<file path="config.mk">
export PLATFORM = sky130hd
export DESIGN_NAME = fft_frame_ctrl
export DESIGN_NICKNAME = d
export VERILOG_FILES = /design/src/rtl/fft_frame_ctrl.sv
export SDC_FILE = /design/constraint.sdc
export NUM_CORES = 2
export LEC_CHECK = 0
export CORE_MARGIN = 2
export CORE_UTILIZATION = 55
export DETAILED_ROUTE_END_ITERATION = 10
export PLACE_DENSITY = 0.71
export RECOVER_POWER = 100
export REMOVE_ABC_BUFFERS = 1
export SETUP_SLACK_MARGIN = 0.2
export SLEW_MARGIN = 0
export SYNTH_ARGS = -nofsm -noshare
export SYNTH_HDL_FRONTEND = slang
export SYNTH_SLANG_ARGS = --single-unit
</file>
<file path="constraint.sdc">
create_clock -name clk -period 3.8 [get_ports clk]
set_input_delay 0.57 -clock clk [delete_from_list [all_inputs] [get_ports clk]]
set_output_delay 0.57 -clock clk [all_outputs]
set_load 0.01 [all_outputs]
</file>
<file path="src/rtl/fft_frame_ctrl.sv">
// Frames free-running ADC samples into FFT_PTS-point sop/eop bursts for the FFT sink and tracks the FFT source side.
// Optional build macro ADC_OFFSET_BINARY_EN: inverts the sample MSB (offset-binary to two's complement).
module fft_frame_ctrl #(
  parameter int FFT_PTS    = 256,
  parameter int PTS_W      = 9,
  parameter int DATA_W     = 8,
  parameter int FIFO_DEPTH = 512
) (
  input  logic              clk,
  input  logic              reset_n,
  input  logic              enable,
  input  logic              clr_status,
  input  logic              adc_valid,
  input  logic [DATA_W-1:0] adc_data,
  output logic              fft_sink_valid,
  input  logic              fft_sink_ready,
  output logic              fft_sink_sop,
  output logic              fft_sink_eop,
  output logic [DATA_W-1:0] fft_sink_real,
  output logic [DATA_W-1:0] fft_sink_imag,
  output logic [1:0]        fft_sink_error,
  output logic [PTS_W-1:0]  fft_fftpts,
  output logic              fft_inverse,
  input  logic              fft_source_valid,
  output logic              fft_source_ready,
  input  logic              fft_source_sop,
  input  logic              fft_source_eop,
  input  logic [1:0]        fft_source_error,
  input  logic              out_ready,
  output logic [PTS_W-1:0]  out_bin,
  output logic [15:0]       frames_sent,
  output logic [15:0]       frames_done,
  output logic              ovf_sticky,
  output logic              err_sticky
);

  localparam int AW = $clog2(FIFO_DEPTH);
  localparam int CW = AW + 1;
  localparam int PW = $clog2(FFT_PTS);
  localparam logic [CW-1:0]    PTS_CNT   = CW'(FFT_PTS);
  localparam logic [CW-1:0]    DEPTH_CNT = CW'(FIFO_DEPTH);
  localparam logic [PW-1:0]    P_LAST    = PW'(FFT_PTS - 1);
  localparam logic [PTS_W-1:0] BIN_LAST  = PTS_W'(FFT_PTS - 1);
`ifdef ADC_OFFSET_BINARY_EN
  localparam bit INV_MSB = 1'b1;
`else
  localparam bit INV_MSB = 1'b0;
`endif

  typedef enum logic [1:0] {IDLE, WAIT, STREAM} state_t;

  state_t            state_reg;
  logic [PW-1:0]     p_reg;
  logic [AW-1:0]     wr_ptr_reg;
  logic [AW-1:0]     rd_ptr_reg;
  logic [AW-1:0]     rd_ptr_next;
  logic [CW-1:0]     count_reg;
  logic [DATA_W-1:0] mem [FIFO_DEPTH];
  logic [DATA_W-1:0] head_reg;
  logic              full;
  logic              do_write;
  logic              do_read;
  logic              sink_valid_w;

  logic              in_frame_reg;
  logic              beat;
  logic [PTS_W-1:0]  bin_calc;
  logic              src_fault;

  assign sink_valid_w = (state_reg == STREAM);
  assign full         = (count_reg == DEPTH_CNT);
  assign do_write     = adc_valid && !full;
  assign do_read      = sink_valid_w && fft_sink_ready;
  assign rd_ptr_next  = rd_ptr_reg + AW'(do_read);

  // Registered-read RAM; head_reg always holds the word at the next read pointer,
  // with a bypass when that word is being written this very cycle.
  always_ff @(posedge clk) begin
    if (do_write) mem[wr_ptr_reg] <= adc_data;
    if (do_write && (wr_ptr_reg == rd_ptr_next)) head_reg <= adc_data;
    else head_reg <= mem[rd_ptr_next];
  end

  always_ff @(posedge clk) begin
    if (!reset_n) begin
      wr_ptr_reg <= '0;
      rd_ptr_reg <= '0;
      count_reg  <= '0;
    end else begin
      if (do_write) wr_ptr_reg <= wr_ptr_reg + 1'b1;
      rd_ptr_reg <= rd_ptr_next;
      if (do_write && !do_read) count_reg <= count_reg + 1'b1;
      else if (!do_write && do_read) count_reg <= count_reg - 1'b1;
    end
  end

  always_ff @(posedge clk) begin
    if (!reset_n) begin
      state_reg   <= IDLE;
      p_reg       <= '0;
      frames_sent <= '0;
    end else begin
      if (clr_status) frames_sent <= '0;
      case (state_reg)
        IDLE: if (enable) state_reg <= WAIT;
        WAIT: begin
          if (!enable) state_reg <= IDLE;
          else if (count_reg >= PTS_CNT) begin
            state_reg <= STREAM;
            p_reg     <= '0;
          end
        end
        STREAM: begin
          if (fft_sink_ready) begin
            if (p_reg == P_LAST) begin
              // A completed frame wins over a coincident clear.
              frames_sent <= clr_status ? 16'd1 : frames_sent + 16'd1;
              state_reg   <= enable ? WAIT : IDLE;
              p_reg       <= '0;
            end else begin
              p_reg <= p_reg + 1'b1;
            end
          end
        end
        default: state_reg <= IDLE;
      endcase
    end
  end

  assign fft_sink_valid = sink_valid_w;
  assign fft_sink_sop   = sink_valid_w && (p_reg == '0);
  assign fft_sink_eop   = sink_valid_w && (p_reg == P_LAST);
  assign fft_sink_imag  = '0;
  assign fft_sink_error = '0;
  assign fft_fftpts     = PTS_W'(FFT_PTS);
  assign fft_inverse    = 1'b0;

  for (genvar gi = 0; gi < DATA_W; gi++) begin : g_real
    assign fft_sink_real[gi] = sink_valid_w & (head_reg[gi] ^ (INV_MSB && (gi == DATA_W - 1)));
  end

  assign fft_source_ready = out_ready;
  assign beat      = fft_source_valid && out_ready;
  assign bin_calc  = fft_source_sop ? '0 : out_bin + 1'b1;
  assign src_fault = beat && ((fft_source_error != 2'b00) ||
                              (fft_source_sop && in_frame_reg) ||
                              (fft_source_eop && (bin_calc != BIN_LAST)));

  always_ff @(posedge clk) begin
    if (!reset_n) begin
      out_bin      <= '0;
      in_frame_reg <= 1'b0;
      frames_done  <= '0;
      ovf_sticky   <= 1'b0;
      err_sticky   <= 1'b0;
    end else begin
      if (beat) begin
        out_bin <= bin_calc;
        if (fft_source_eop) in_frame_reg <= 1'b0;
        else if (fft_source_sop) in_frame_reg <= 1'b1;
      end
      if (beat && fft_source_eop) frames_done <= clr_status ? 16'd1 : frames_done + 16'd1;
      else if (clr_status) frames_done <= '0;
      if (adc_valid && full) ovf_sticky <= 1'b1;
      else if (clr_status) ovf_sticky <= 1'b0;
      if (src_fault) err_sticky <= 1'b1;
      else if (clr_status) err_sticky <= 1'b0;
    end
  end

endmodule

</file>
==> flow_summary.json <==
{
  "drc": 0,
  "tns_ps": -1406520,
  "cts_hold_buf": 0,
  "regMostFlops": "mem",
  "yosysSeqAreaShare": 0.767,
  "outcome": "finished with violations",
  "path_delay_family": "buffers and inverters",
  "timing.slew.headroom": -1.32,
  "path_cells": "buf_12, buf_16, buf_16, buf_16, mux4_2, o22ai_4, nor3_4, nor4_4, buf_4, and4b_4, or2_1, a221o_2, buf_6",
  "io_pins": 95,
  "root_buffer": "clkbuf_16",
  "cp_slowest_stage_delay_ps": 550,
  "h-tree-depth": 5,
  "irDropWorstVdd_v": 0.000394,
  "port_buffers": 74,
  "fillCellCount": 18600,
  "synthMuxAreaShare": 0.152,
  "combPwrFrac": 0.037,
  "fp-row-count": 199,
  "clk-insertion-delay-late_ps": 950,
  "largest_reg_flops": 4096,
  "critPathBufInv": 6,
  "rr_startpoint": "count_reg[9]",
  "grt_pass1_wl_um": 614000,
  "synth_compound_area_frac": 0.0271,
  "routed.top_layer": "met5",
  "top_regs": "mem (4096), frames_done (16), frames_sent (16)",
  "start_util": 0.553,
  "critPathMostFrequentCell": "buf_16",
  "firstDrtPassIters": 8,
  "p_int_mw": 73.9,
  "synth_cell_types": 83,
  "dpl.cell_count": 12700,
  "period_needed_ps": 5210,
  "cts_tree": "done",
  "violations": "capacitance limit, slew limit, setup timing",
  "p_sw_mw": 19.0,
  "seq_power_share": 0.547,
  "via_per_inst": 6.42,
  "crit_end": "fft_sink_real[5]",
  "rsz0062_at_grt": "yes",
  "synthArstFlopShare": 0,
  "drv_slew": 2248,
  "synth_fa_ha_area_frac": 0.00166,
  "synth_xor_area_frac": 0.00280,
  "drt_iter0_drc": 12800,
  "detail-route-antenna-nets": 0,
  "swShare": 0.205,
  "hpwl_um": 266000,
  "synth_top_family_by_area": "multiplexers",
  "core_area_um2": 294000,
  "final_cells": 13600,
  "hold_class": "in2reg",
  "synthSimpleGateAreaFrac": 0.0318,
  "dr_wl_met3_um": 46500,
  "reg2reg_depth": 8,
  "utilization": 0.657,
  "post-place-ws_ps": -1350,
  "skew_ps": 58.7,
  "die-area_um2": 300000,
  "grt_pass1_vias": 87700,
  "synth_area_um2": 163000,
  "path_depth": 13,
  "hold_viol": 0,
  "timing.hold.ws_ps": 145,
  "critical_path_arrival_ps": 4640,
  "gp_congestion": 0.903,
  "fin_crit_sh": 1.37,
  "ys.flop_type": "edfxtp_1",
  "cts_sinks": 4187,
  "layout-drive-gt1-share": 0.337,
  "antenna_found_initial": 18,
  "start_kind": "flip-flop",
  "grt_remaining_overflow": 0,
  "powerDensity_nw_per_um2": 481,
  "tightestPinTransition_ps": 3480,
  "fp.dieH_um": 548,
  "clockBufferDepth": 4,
  "worstPathRequired_ps": 3230,
  "synth_warnings": 0,
  "ys_ff_latch": 4187,
  "p_total_mw": 92.9,
  "setup_viol": 4069,
  "numCtsBuffers": 410,
  "die_w_um": 548,
  "met2_length_um": 206000,
  "grt_usage": 0.282,
  "wire_per_inst_um": 31.5,
  "nets": 9370,
  "clk_pin_slew_ps": 60,
  "leakage_nw": 61.0,
  "totalWireLength_um": 428000,
  "syn2layout_area_growth_pct": 18.7,
  "r2r_slack_ps": -920,
  "cp_max_fo": 6,
  "cp_slowest_cell": "mux4_2",
  "cp-end-kind": "primary output",
  "min_path_cells": 2,
  "maxCapViolations": 26,
  "p_clk_frac": 0.416,
  "design_area_um2": 193000,
  "postSynthAreaPerCell_um2": 20.8,
  "r2r-end": "mem[180][3]",
  "grt_max_degree": 145,
  "netlist_instances": 7837,
  "via_count": 87100,
  "fmax_mhz": 192,
  "setup_slack_ps": -1410,
  "place_area_um2": 178000,
  "met1_length_um": 158000,
  "synth_edf_count": 4096,
  "crit_type": "reg2out"
}
kinds of logic after synthesis:
kind of cell | count (synthesis)
muxes | 1290
AOI/OAI and AO/OA | 639
DFF | 4187
buffers and inverters | 516
and+or+nand+nor | 1130
adders and majority gates | 21
other | 2
xor gates and xnor gates | 52
worst min-delay path by stage:
stage	startpoint	endpoint	slack, ps
final	reset_n	err_sticky	140
after global routing	reset_n	err_sticky	160
after CTS	adc_data[7]	mem[58][7]	80
after detailed placement	rd_ptr_reg[5]	flip-flop	460
after global placement	rd_ptr_reg[4]	flip-flop	450
after floorplan	rd_ptr_reg[8]	flip-flop	430
area by class of cell:
class	count	area, um2	share of cell area
timing repair buffer	1558	14100	0.0732
multi-input combinational	3152	36700	0.190
tap	3919	4900	0.0254
clock buffer	500	10700	0.0553
antenna	7	17.5	0.0000906
inverter	20	75.1	0.000388
sequential	4187	125000	0.646
clock inverter	231	1900	0.00981
timing repair:
action                                  4_1_cts  5_1_grt
hold endpoints to repair                      0        0
pin swaps                                    50       61
endpoints found under the setup margin        8        8
gates resized for setup                     276      145
buffers inserted                             52       47
gates cloned                                 14        5
Yosys cell counts, types with 7 or more instances:
cell	count	area (um2)
a211oi_1	24	180
a21boi_0	7	52.6
a21oi_1	81	405
a221oi_1	25	219
a22o_1	18	158
a22oi_1	184	1380
a31oi_1	24	150
and2_1	34	213
and3_1	19	119
and4_1	12	105
buf_1	18	67.6
buf_2	114	571
buf_4	95	713
buf_6	62	698
clkbuf_1	198	743
dfxtp_1	91	1820
edfxtp_1	4096	123000
ha_1	20	250
inv_1	19	71.3
mux2_2	53	597
mux2i_1	303	3030
mux4_2	928	20900
nand2_1	138	518
nand2b_1	17	106
nand3_1	56	280
nand3b_1	7	52.6
nand4_1	32	200
nor2_1	616	2310
nor2b_1	17	106
nor3_1	81	405
nor3b_1	9	67.6
nor4_1	38	238
o2111ai_1	8	70.1
o211ai_1	28	210
o21ai_0	64	320
o22ai_1	112	701
o31ai_1	8	60.1
or3_1	7	43.8
or4_1	10	75.1
xnor2_1	20	175
xor2_1	32	280
cell usage in the layout, fill, tap and decap left out, types with 21 or more instances in the layout:
cell,synthesis,layout
clkbuf_1,198,108
xor2_1,32,32
clkinv_2,0,60
buf_12,3,102
a22oi_1,184,133
o22ai_1,112,99
bufinv_16,0,27
nor2_1,616,610
mux4_2,928,928
o21ai_0,64,54
buf_16,0,37
mux2i_1,303,293
mux2_2,53,53
nor3_1,81,67
dfxtp_1,91,84
buf_4,95,1215
dlygate4sd3_1,0,50
clkbuf_2,1,36
edfxtp_1,4096,4096
a211oi_1,24,21
a221oi_1,25,22
o211ai_1,28,28
a21oi_2,0,26
a21oi_1,81,52
nand3_1,56,38
clkinv_1,1,104
nand2_1,138,134
a22oi_2,1,52
buf_6,62,47
clkbuf_16,0,418
nand4_1,32,32
power groups by stage:
| stage | Sequential [mW] | Clock (mW) | Combinational, mW |
|---|---|---|---|
| final | 50.8 | 38.7 | 3.42 |
| after floorplan | 52.0 | 0 | 3.14 |
| after CTS | 50.7 | 39.0 | 3.40 |
| after global routing | 50.8 | 40.8 | 3.60 |
| after detailed placement | 51.7 | 0 | 3.20 |
| after global placement | 51.7 | 0 | 3.09 |
per-layer routing:
| layer | vias to the layer above | GRT usage |
|---|---|---|
| li1 | 35500 | - |
| met3 | 889 | 0.0572 |
| met4 | 6 | 0.105 |
| met2 | 5307 | 0.445 |
| met1 | 45400 | 0.394 |
| met5 | - | 0 |
Power figures use the tool's default switching activity.
